File: src/rtl/brick_pkg.sv
// Shared definitions for the breakout brick row: hit codes, scan FSM states
// and the horizontal geometry of each brick.
package brick_pkg;

  localparam logic [1:0] HIT_NONE = 2'b00;
  localparam logic [1:0] HIT_Y    = 2'b01;
  localparam logic [1:0] HIT_X    = 2'b10;
  localparam logic [1:0] HIT_XY   = 2'b11;

  typedef enum logic [1:0] {
    IDLE,
    SCAN,
    PUBLISH
  } scan_state_e;

  typedef struct packed {
    logic [11:0] bx1;
    logic [11:0] bx2;
  } brick_span_t;

  // Left/right x of brick idx; bricks sit on a fixed pitch of width plus gap.
  function automatic brick_span_t brick_span(input int idx, input int x0,
                                             input int blk_w, input int blk_gap);
    brick_span_t s;
    s.bx1 = 12'(x0 + idx * (blk_w + blk_gap));
    s.bx2 = 12'(x0 + idx * (blk_w + blk_gap) + blk_w);
    return s;
  endfunction

endpackage

File: src/rtl/brick_field_if.sv
// Frame/ball inputs and brick-state outputs of brick_field.
// master: the ball mover side that drives the inputs; slave: brick_field itself.
interface brick_field_if #(
  parameter int N_BLK = 17
);
  logic                 i_ani_stb;
  logic                 i_animate;
  logic                 i_mode;
  logic                 i_start;
  logic                 i_endgame;
  logic [11:0]          i_x1;
  logic [11:0]          i_x2;
  logic [11:0]          i_y1;
  logic [11:0]          i_y2;
  logic [2*N_BLK-1:0]   o_hit_block;
  logic [N_BLK-1:0]     o_alive;
  logic [4:0]           o_remaining;
  logic                 o_cleared;
  logic                 o_busy;

  modport master (
    output i_ani_stb, i_animate, i_mode, i_start, i_endgame,
    output i_x1, i_x2, i_y1, i_y2,
    input  o_hit_block, o_alive, o_remaining, o_cleared, o_busy
  );

  modport slave (
    input  i_ani_stb, i_animate, i_mode, i_start, i_endgame,
    input  i_x1, i_x2, i_y1, i_y2,
    output o_hit_block, o_alive, o_remaining, o_cleared, o_busy
  );
endinterface

File: src/rtl/brick_hit_classify.sv
// Combinational overlap classifier: ball box vs one brick box -> 2-bit hit code.
// Touching edges give zero overlap and therefore no hit.
module brick_hit_classify
  import brick_pkg::*;
(
  input  logic [11:0] x1,
  input  logic [11:0] x2,
  input  logic [11:0] y1,
  input  logic [11:0] y2,
  input  logic [11:0] bx1,
  input  logic [11:0] bx2,
  input  logic [11:0] by1,
  input  logic [11:0] by2,
  output logic [1:0]  code
);
  logic [11:0]        lo_x, hi_x, lo_y, hi_y;
  logic signed [12:0] ox, oy;

  // NOTE: every output of a combinational block gets a default first so no
  // path through the block can leave a value held, which would infer a latch.
  always_comb begin
    hi_x = (x2 < bx2) ? x2 : bx2;
    lo_x = (x1 > bx1) ? x1 : bx1;
    hi_y = (y2 < by2) ? y2 : by2;
    lo_y = (y1 > by1) ? y1 : by1;
    ox   = $signed({1'b0, hi_x}) - $signed({1'b0, lo_x});
    oy   = $signed({1'b0, hi_y}) - $signed({1'b0, lo_y});
    code = HIT_NONE;
    if (ox > 13'sd0 && oy > 13'sd0) begin
      if (ox > oy)      code = HIT_Y;
      else if (oy > ox) code = HIT_X;
      else              code = HIT_XY;
    end
  end
endmodule

File: src/rtl/brick_field.sv
// Breakout brick row: per-frame serial collision scan, publish, retire and count.
// Optional BRICK_SINGLE_HIT_EN: only the lowest-index hit brick is reported per scan.
module brick_field
  import brick_pkg::*;
#(
  parameter int N_BLK   = 17,
  parameter int X0      = 6,
  parameter int BLK_W   = 34,
  parameter int BLK_GAP = 3,
  parameter int ROW_Y   = 40,
  parameter int BLK_H   = 16
) (
  input logic          i_clk,
  input logic          i_rst_n,
  brick_field_if.slave bus
);
  localparam int IW = $clog2(N_BLK + 1);

  scan_state_e        state_q, state_d;
  logic [IW-1:0]      idx_q;
  logic [2*N_BLK-1:0] shadow_q;
  logic [2*N_BLK-1:0] hit_q;
  logic [N_BLK-1:0]   alive_q;
  logic [4:0]         remaining_q;
  logic               cleared_q;

  logic               restore;
  logic               frame_evt;
  logic [N_BLK-1:0]   retire_mask;
  logic [4:0]         retire_cnt;
  brick_span_t        span;
  logic [1:0]         raw_code;
  logic [1:0]         scan_code;

  assign restore   = !bus.i_mode || (bus.i_start && bus.i_endgame);
  assign frame_evt = bus.i_ani_stb && bus.i_animate && bus.i_mode && !bus.i_endgame;

  assign span = brick_span(int'(idx_q), X0, BLK_W, BLK_GAP);

  brick_hit_classify u_classify (
    .x1   (bus.i_x1),
    .x2   (bus.i_x2),
    .y1   (bus.i_y1),
    .y2   (bus.i_y2),
    .bx1  (span.bx1),
    .bx2  (span.bx2),
    .by1  (12'(ROW_Y)),
    .by2  (12'(ROW_Y + BLK_H)),
    .code (raw_code)
  );

  always_comb begin
    scan_code = alive_q[idx_q] ? raw_code : HIT_NONE;
`ifdef BRICK_SINGLE_HIT_EN
    if (|shadow_q) scan_code = HIT_NONE;
`endif
  end

  // Only live bricks count, so the remaining count can never underflow.
  always_comb begin
    retire_mask = '0;
    for (int i = 0; i < N_BLK; i++)
      retire_mask[i] = alive_q[i] && (hit_q[2*i +: 2] != HIT_NONE);
  end
  assign retire_cnt = 5'($countones(retire_mask));

  always_comb begin
    state_d = state_q;
    if (restore || bus.i_endgame) begin
      state_d = IDLE;
    end else if (frame_evt) begin
      state_d = SCAN;
    end else begin
      case (state_q)
        SCAN:    if (idx_q == IW'(N_BLK - 1)) state_d = PUBLISH;
        PUBLISH: state_d = IDLE;
        default: state_d = IDLE;
      endcase
    end
  end

  // NOTE: sequential state uses non-blocking assignments so every register
  // samples pre-edge values, independent of statement order.
  always_ff @(posedge i_clk or negedge i_rst_n) begin
    if (!i_rst_n) state_q <= IDLE;
    else          state_q <= state_d;
  end

  always_ff @(posedge i_clk or negedge i_rst_n) begin
    if (!i_rst_n) begin
      idx_q       <= '0;
      shadow_q    <= '0;
      hit_q       <= '0;
      alive_q     <= '1;
      remaining_q <= 5'(N_BLK);
      cleared_q   <= 1'b0;
    end else if (restore) begin
      idx_q       <= '0;
      shadow_q    <= '0;
      hit_q       <= '0;
      alive_q     <= '1;
      remaining_q <= 5'(N_BLK);
      cleared_q   <= 1'b0;
    end else begin
      cleared_q <= (remaining_q == 5'd0);
      if (bus.i_endgame) begin
        hit_q <= '0;
      end else if (frame_evt) begin
        // The mover consumed hit_q on this strobe: retire those bricks now.
        alive_q     <= alive_q & ~retire_mask;
        remaining_q <= remaining_q - retire_cnt;
        hit_q       <= '0;
        shadow_q    <= '0;
        idx_q       <= '0;
      end else begin
        case (state_q)
          SCAN: begin
            shadow_q[{idx_q, 1'b0} +: 2] <= scan_code;
            idx_q                        <= idx_q + 1'b1;
          end
          PUBLISH: hit_q <= shadow_q;
          default: ;
        endcase
      end
    end
  end

  assign bus.o_hit_block = hit_q;
  assign bus.o_alive     = alive_q;
  assign bus.o_remaining = remaining_q;
  assign bus.o_cleared   = cleared_q;
  assign bus.o_busy      = (state_q != IDLE);

endmodule

File: src/flat_wrapper.sv
// flat-port wrapper written by rule: the top's interface ports become plain ports
module brick_field_flat import brick_pkg::*;
#(
  parameter int N_BLK   = 17,
  parameter int X0      = 6,
  parameter int BLK_W   = 34,
  parameter int BLK_GAP = 3,
  parameter int ROW_Y   = 40,
  parameter int BLK_H   = 16
)
  (i_clk, i_rst_n, bus_i_ani_stb, bus_i_animate, bus_i_mode, bus_i_start, bus_i_endgame, bus_i_x1, bus_i_x2, bus_i_y1, bus_i_y2, bus_o_hit_block, bus_o_alive, bus_o_remaining, bus_o_cleared, bus_o_busy);
  brick_field_if #(.N_BLK(N_BLK)) bus_i ();
  input logic i_clk;
  input logic i_rst_n;
  input wire logic [$bits(bus_i.i_ani_stb)-1:0] bus_i_ani_stb;
  input wire logic [$bits(bus_i.i_animate)-1:0] bus_i_animate;
  input wire logic [$bits(bus_i.i_mode)-1:0] bus_i_mode;
  input wire logic [$bits(bus_i.i_start)-1:0] bus_i_start;
  input wire logic [$bits(bus_i.i_endgame)-1:0] bus_i_endgame;
  input wire logic [$bits(bus_i.i_x1)-1:0] bus_i_x1;
  input wire logic [$bits(bus_i.i_x2)-1:0] bus_i_x2;
  input wire logic [$bits(bus_i.i_y1)-1:0] bus_i_y1;
  input wire logic [$bits(bus_i.i_y2)-1:0] bus_i_y2;
  output wire logic [$bits(bus_i.o_hit_block)-1:0] bus_o_hit_block;
  output wire logic [$bits(bus_i.o_alive)-1:0] bus_o_alive;
  output wire logic [$bits(bus_i.o_remaining)-1:0] bus_o_remaining;
  output wire logic [$bits(bus_i.o_cleared)-1:0] bus_o_cleared;
  output wire logic [$bits(bus_i.o_busy)-1:0] bus_o_busy;
  assign bus_i.i_ani_stb = bus_i_ani_stb;
  assign bus_i.i_animate = bus_i_animate;
  assign bus_i.i_mode = bus_i_mode;
  assign bus_i.i_start = bus_i_start;
  assign bus_i.i_endgame = bus_i_endgame;
  assign bus_i.i_x1 = bus_i_x1;
  assign bus_i.i_x2 = bus_i_x2;
  assign bus_i.i_y1 = bus_i_y1;
  assign bus_i.i_y2 = bus_i_y2;
  assign bus_o_hit_block = bus_i.o_hit_block;
  assign bus_o_alive = bus_i.o_alive;
  assign bus_o_remaining = bus_i.o_remaining;
  assign bus_o_cleared = bus_i.o_cleared;
  assign bus_o_busy = bus_i.o_busy;
  brick_field #(.N_BLK(N_BLK), .X0(X0), .BLK_W(BLK_W), .BLK_GAP(BLK_GAP), .ROW_Y(ROW_Y), .BLK_H(BLK_H)) u_core (.i_clk(i_clk), .i_rst_n(i_rst_n), .bus(bus_i));
endmodule
File: config.mk
export PLATFORM = sky130hd
export DESIGN_NAME = brick_field_flat
export DESIGN_NICKNAME = d
export VERILOG_FILES = /design/src/rtl/brick_pkg.sv /design/src/rtl/brick_field_if.sv /design/src/rtl/brick_hit_classify.sv /design/src/rtl/brick_field.sv /design/src/flat_wrapper.sv
export SDC_FILE = /design/constraint.sdc
export NUM_CORES = 1
export LEC_CHECK = 0
export ABC_AREA = 1
export CELL_PAD_IN_SITES_DETAIL_PLACEMENT = 0
export CELL_PAD_IN_SITES_GLOBAL_PLACEMENT = 1
export CORE_ASPECT_RATIO = 1.5
export CORE_UTILIZATION = 44
export DETAILED_ROUTE_END_ITERATION = 10
export PLACE_DENSITY = 0.95
export SYNTH_ARGS = -nofsm -noshare
export SYNTH_HDL_FRONTEND = slang
export SYNTH_SLANG_ARGS = --single-unit
File: constraint.sdc
create_clock -name i_clk -period 10.7 [get_ports i_clk]
set_input_delay 2.14 -clock i_clk [delete_from_list [all_inputs] [get_ports i_clk]]
set_output_delay 2.14 -clock i_clk [all_outputs]
set_load 0.05 [all_outputs]
==> flow_summary.toml <==
[outcome]
status = "completed"

[sta]
rsz0062_at_grt = "false"
whs_ns = 0.488
setup_viol = 0
tightestPinTransition_ns = 0.953
min_period_ns = 7.58
max_freq_mhz = 132
drv_slew = 0
period_share_pct = 70.8
hold_violations = 0
relSlewSlack_pct = 36.3
final.setup.worst_slack_ns = 3.12
fin_skew_ns = 0.00869
setup_tns_ns = 0

[routing]
ant_nets = 0
drt_wl_total_um = 26100
wl_per_cell_um = 15.8
drt_first_iter_violations = 494
dr.pass1.iters = 7
vias_per_cell = 5.23
vias = 8660
remaining_drc_errors = 0

[floorplanning]
num_rows = 63
die_y_um = 177
die_area_um2 = 21100
initial_core_util_pct = 45.2
die_w_um = 119
coreArea_um2 = 19900
io_pins = 113

[critical_path]
critPathArrivalTime_ns = 7.87
endpoint = "u_core.shadow_q[19]"
crit_required_ns = 10.99
crit_type = "reg2reg"
reg2reg_depth = 38
critPathLaunchType = "register"
slowest_stage = "dfrtp_1"
r2r-end = "u_core.shadow_q[19]"
r2r-start = "u_core.idx_q[1]"
worstSetupEndpointType = "register"
startpoint = "u_core.idx_q[1]"
rrSetupSlack_ns = 3.12
slowest_delay_ns = 0.78
worstPathMaxFanout = 22
path_common_cell = "nand2_1"

[power]
p_switching_uw = 638
combPwrFrac_pct = 50.5
max-vdd-ir-drop_v = 0.000112
leakage_nw = 5.44
switching_share_pct = 43.8
p_seq_share_pct = 27.2
power_density_nw_per_um2 = 137
pwr-share-clk_pct = 22.3
p_total_mw = 1.46
p_int_uw = 820

[layout]
utilization_pct = 53.5
n_antenna_cell = 0
seq_area_um2 = 2480
multi_input_area_um2 = 5440
drive_above_1_share_pct = 6.30
nNetsFinal = 1563
num-fill-cells = 1986
areaGrowthSynthToFinish_pct = 18.3

[clock_tree]
insertion_delay_ns = 0.35
postCtsHoldBufs = 0
cts_resized = 0
post-cts-setup-buffer-count = 0
cts_max_path_buffers = 2
clk_pin_slew_ns = 0.07
cts.sinks = 98
h-tree-depth = 3
root_buffer = "clkbuf_16"
cts_tree = "yes"
numCtsBuffers = 9

[global_route]
grt_pass1_wl_um = 42100
grt_antenna_before_repair = 0
grtUsageTotal_pct = 25.5
grt_overflow = 0
grt_pass1_vias = 8640
grt_max_degree = 55

[worst_hold_path]
hold_class = "reg2reg"

[logic_synthesis]
ys.flop_type = "dfrtp_1"
synth_top_area_share_pct = 21.9
ys_seq_area_share_pct = 27.5
synth_area_leaders = "dfrtp_1, ha_1, nand2_1"
ys_ff_latch = 98
ys_async_sr_fraction_pct = 100
syn-mean-instance-area_um2 = 7.00
synth_cells = 1288
synth_largest_area_cell = "dfrtp_1"
yosysWarningCount = 0
synth_area_um2 = 9020
synth_edf_count = 0
synthDistinctLibCells = 50

[place]
portBuffers = 112
routabilityCongestion = 0.891
dp_slack_ns = 3.14
hpwl_um = 21100

[job]
drv_cap = 0
-- state kept, by name, summed over array words and instances, names as in the netlist --
name / cells
u_core.bus.o_hit_block: 34
u_core.idx_q: 5
u_core.bus.o_remaining: 5
u_core.bus.o_cleared: 1
u_core.shadow_q: 34
u_core.state_q: 2
u_core.bus.o_alive: 17
-- cell usage in the layout, fill, tap and decap left out, drive strengths merged, types with 37 or more instances in the layout --
master	count
nand2	298
inv	262
nor2	122
clkdlybuf4s50	111
ha	100
dfrtp	79
nand3	78
o21ai	72
a21oi	44
nand4	39
o22ai	37
-- cells in the mapped netlist (4+ instances only) --
master	instances
inv_1	249
a21oi_2	4
o21ai_1	12
inv_2	11
o211ai_1	4
or2_2	7
nor4_1	15
dfstp_2	19
xnor2_1	6
clkbuf_1	21
nor2_1	115
fa_1	17
nand3b_1	4
xnor2_2	5
a21oi_1	40
nand2_1	295
xor2_1	7
nand4_1	37
nor3_1	9
nor2_4	4
o22ai_1	37
nand3_1	76
ha_1	100
a31oi_1	11
dfrtp_1	79
o21ai_0	57
-- critical path: cells and delay by family, from the launching register on --
family	cells	cell delay (ns)
adder cells (fa/ha/maj)	6	2.07
AND/OR/NAND/NOR	19	2.31
buffers and inverters	5	0.41
flip-flops	1	0.78
XOR/XNOR	2	0.52
AO/OA/AOI/OAI	6	1.39
-- per-layer routing --
layer / vias up / part of all wire (%) / track usage [%] / wire, um
met5: - / 0 / 0 / 0
met4: 0 / 4.6 / 12.3 / 1190
met3: 63 / 3.2 / 2.28 / 842
met2: 222 / 53 / 49.0 / 13900
met1: 4032 / 39 / 27.8 / 10200
li1: 4343 / - / - / -
-- worst min path at each step --
stage | from | to | slack, ns | cells after the start
after floorplan | u_core.shadow_q[25] | u_core.shadow_q[25] | 0.45 | 2
after global placement | u_core.shadow_q[33] | u_core.shadow_q[33] | 0.47 | 2
after detailed placement | u_core.shadow_q[32] | u_core.shadow_q[32] | 0.47 | 2
after CTS | u_core.shadow_q[2] | u_core.shadow_q[2] | 0.49 | 2
after global routing | u_core.shadow_q[22] | u_core.shadow_q[22] | 0.50 | 2
final | u_core.shadow_q[29] | u_core.shadow_q[29] | 0.49 | 2
-- power groups by stage --
stage	combinational [mW]	clock (mW)	sequential (mW)
detailed placement	0.732	0	0.404
floorplan	0.532	0	0.417
finish	0.736	0.325	0.397
global placement	0.725	0	0.404
global route	0.836	0.341	0.399
CTS	0.737	0.328	0.397
-- metrics by stage --
step	cells	instance area [um^2]
after detailed placement	1640	10400
after global routing	1656	10700
after CTS	1656	10700
after floorplan	1294	9040
final	1656	10700
after global placement	1640	10400
-- kinds of logic after synthesis --
kind of cell             synth area share [%]
flip-flops                               27.5
AND/OR/NAND/NOR                          27.9
AO/OA/AOI/OAI                            11.7
XOR/XNOR                                 2.71
buffers and inverters                    12.5
adder cells (fa/ha/maj)                  17.6
other                                  0.0833
-- final cells by class --
cell class | instances | area share, %
repair buffers | 116 | 10.8
clock buffers | 10 | 2.24
flip-flops and latches | 98 | 23.2
clock inverters | 6 | 0.563
well taps | 260 | 3.05
multi-input cells | 905 | 51.0
inverters | 261 | 9.18
No activity file was read; power rests on OpenSTA's default activity.
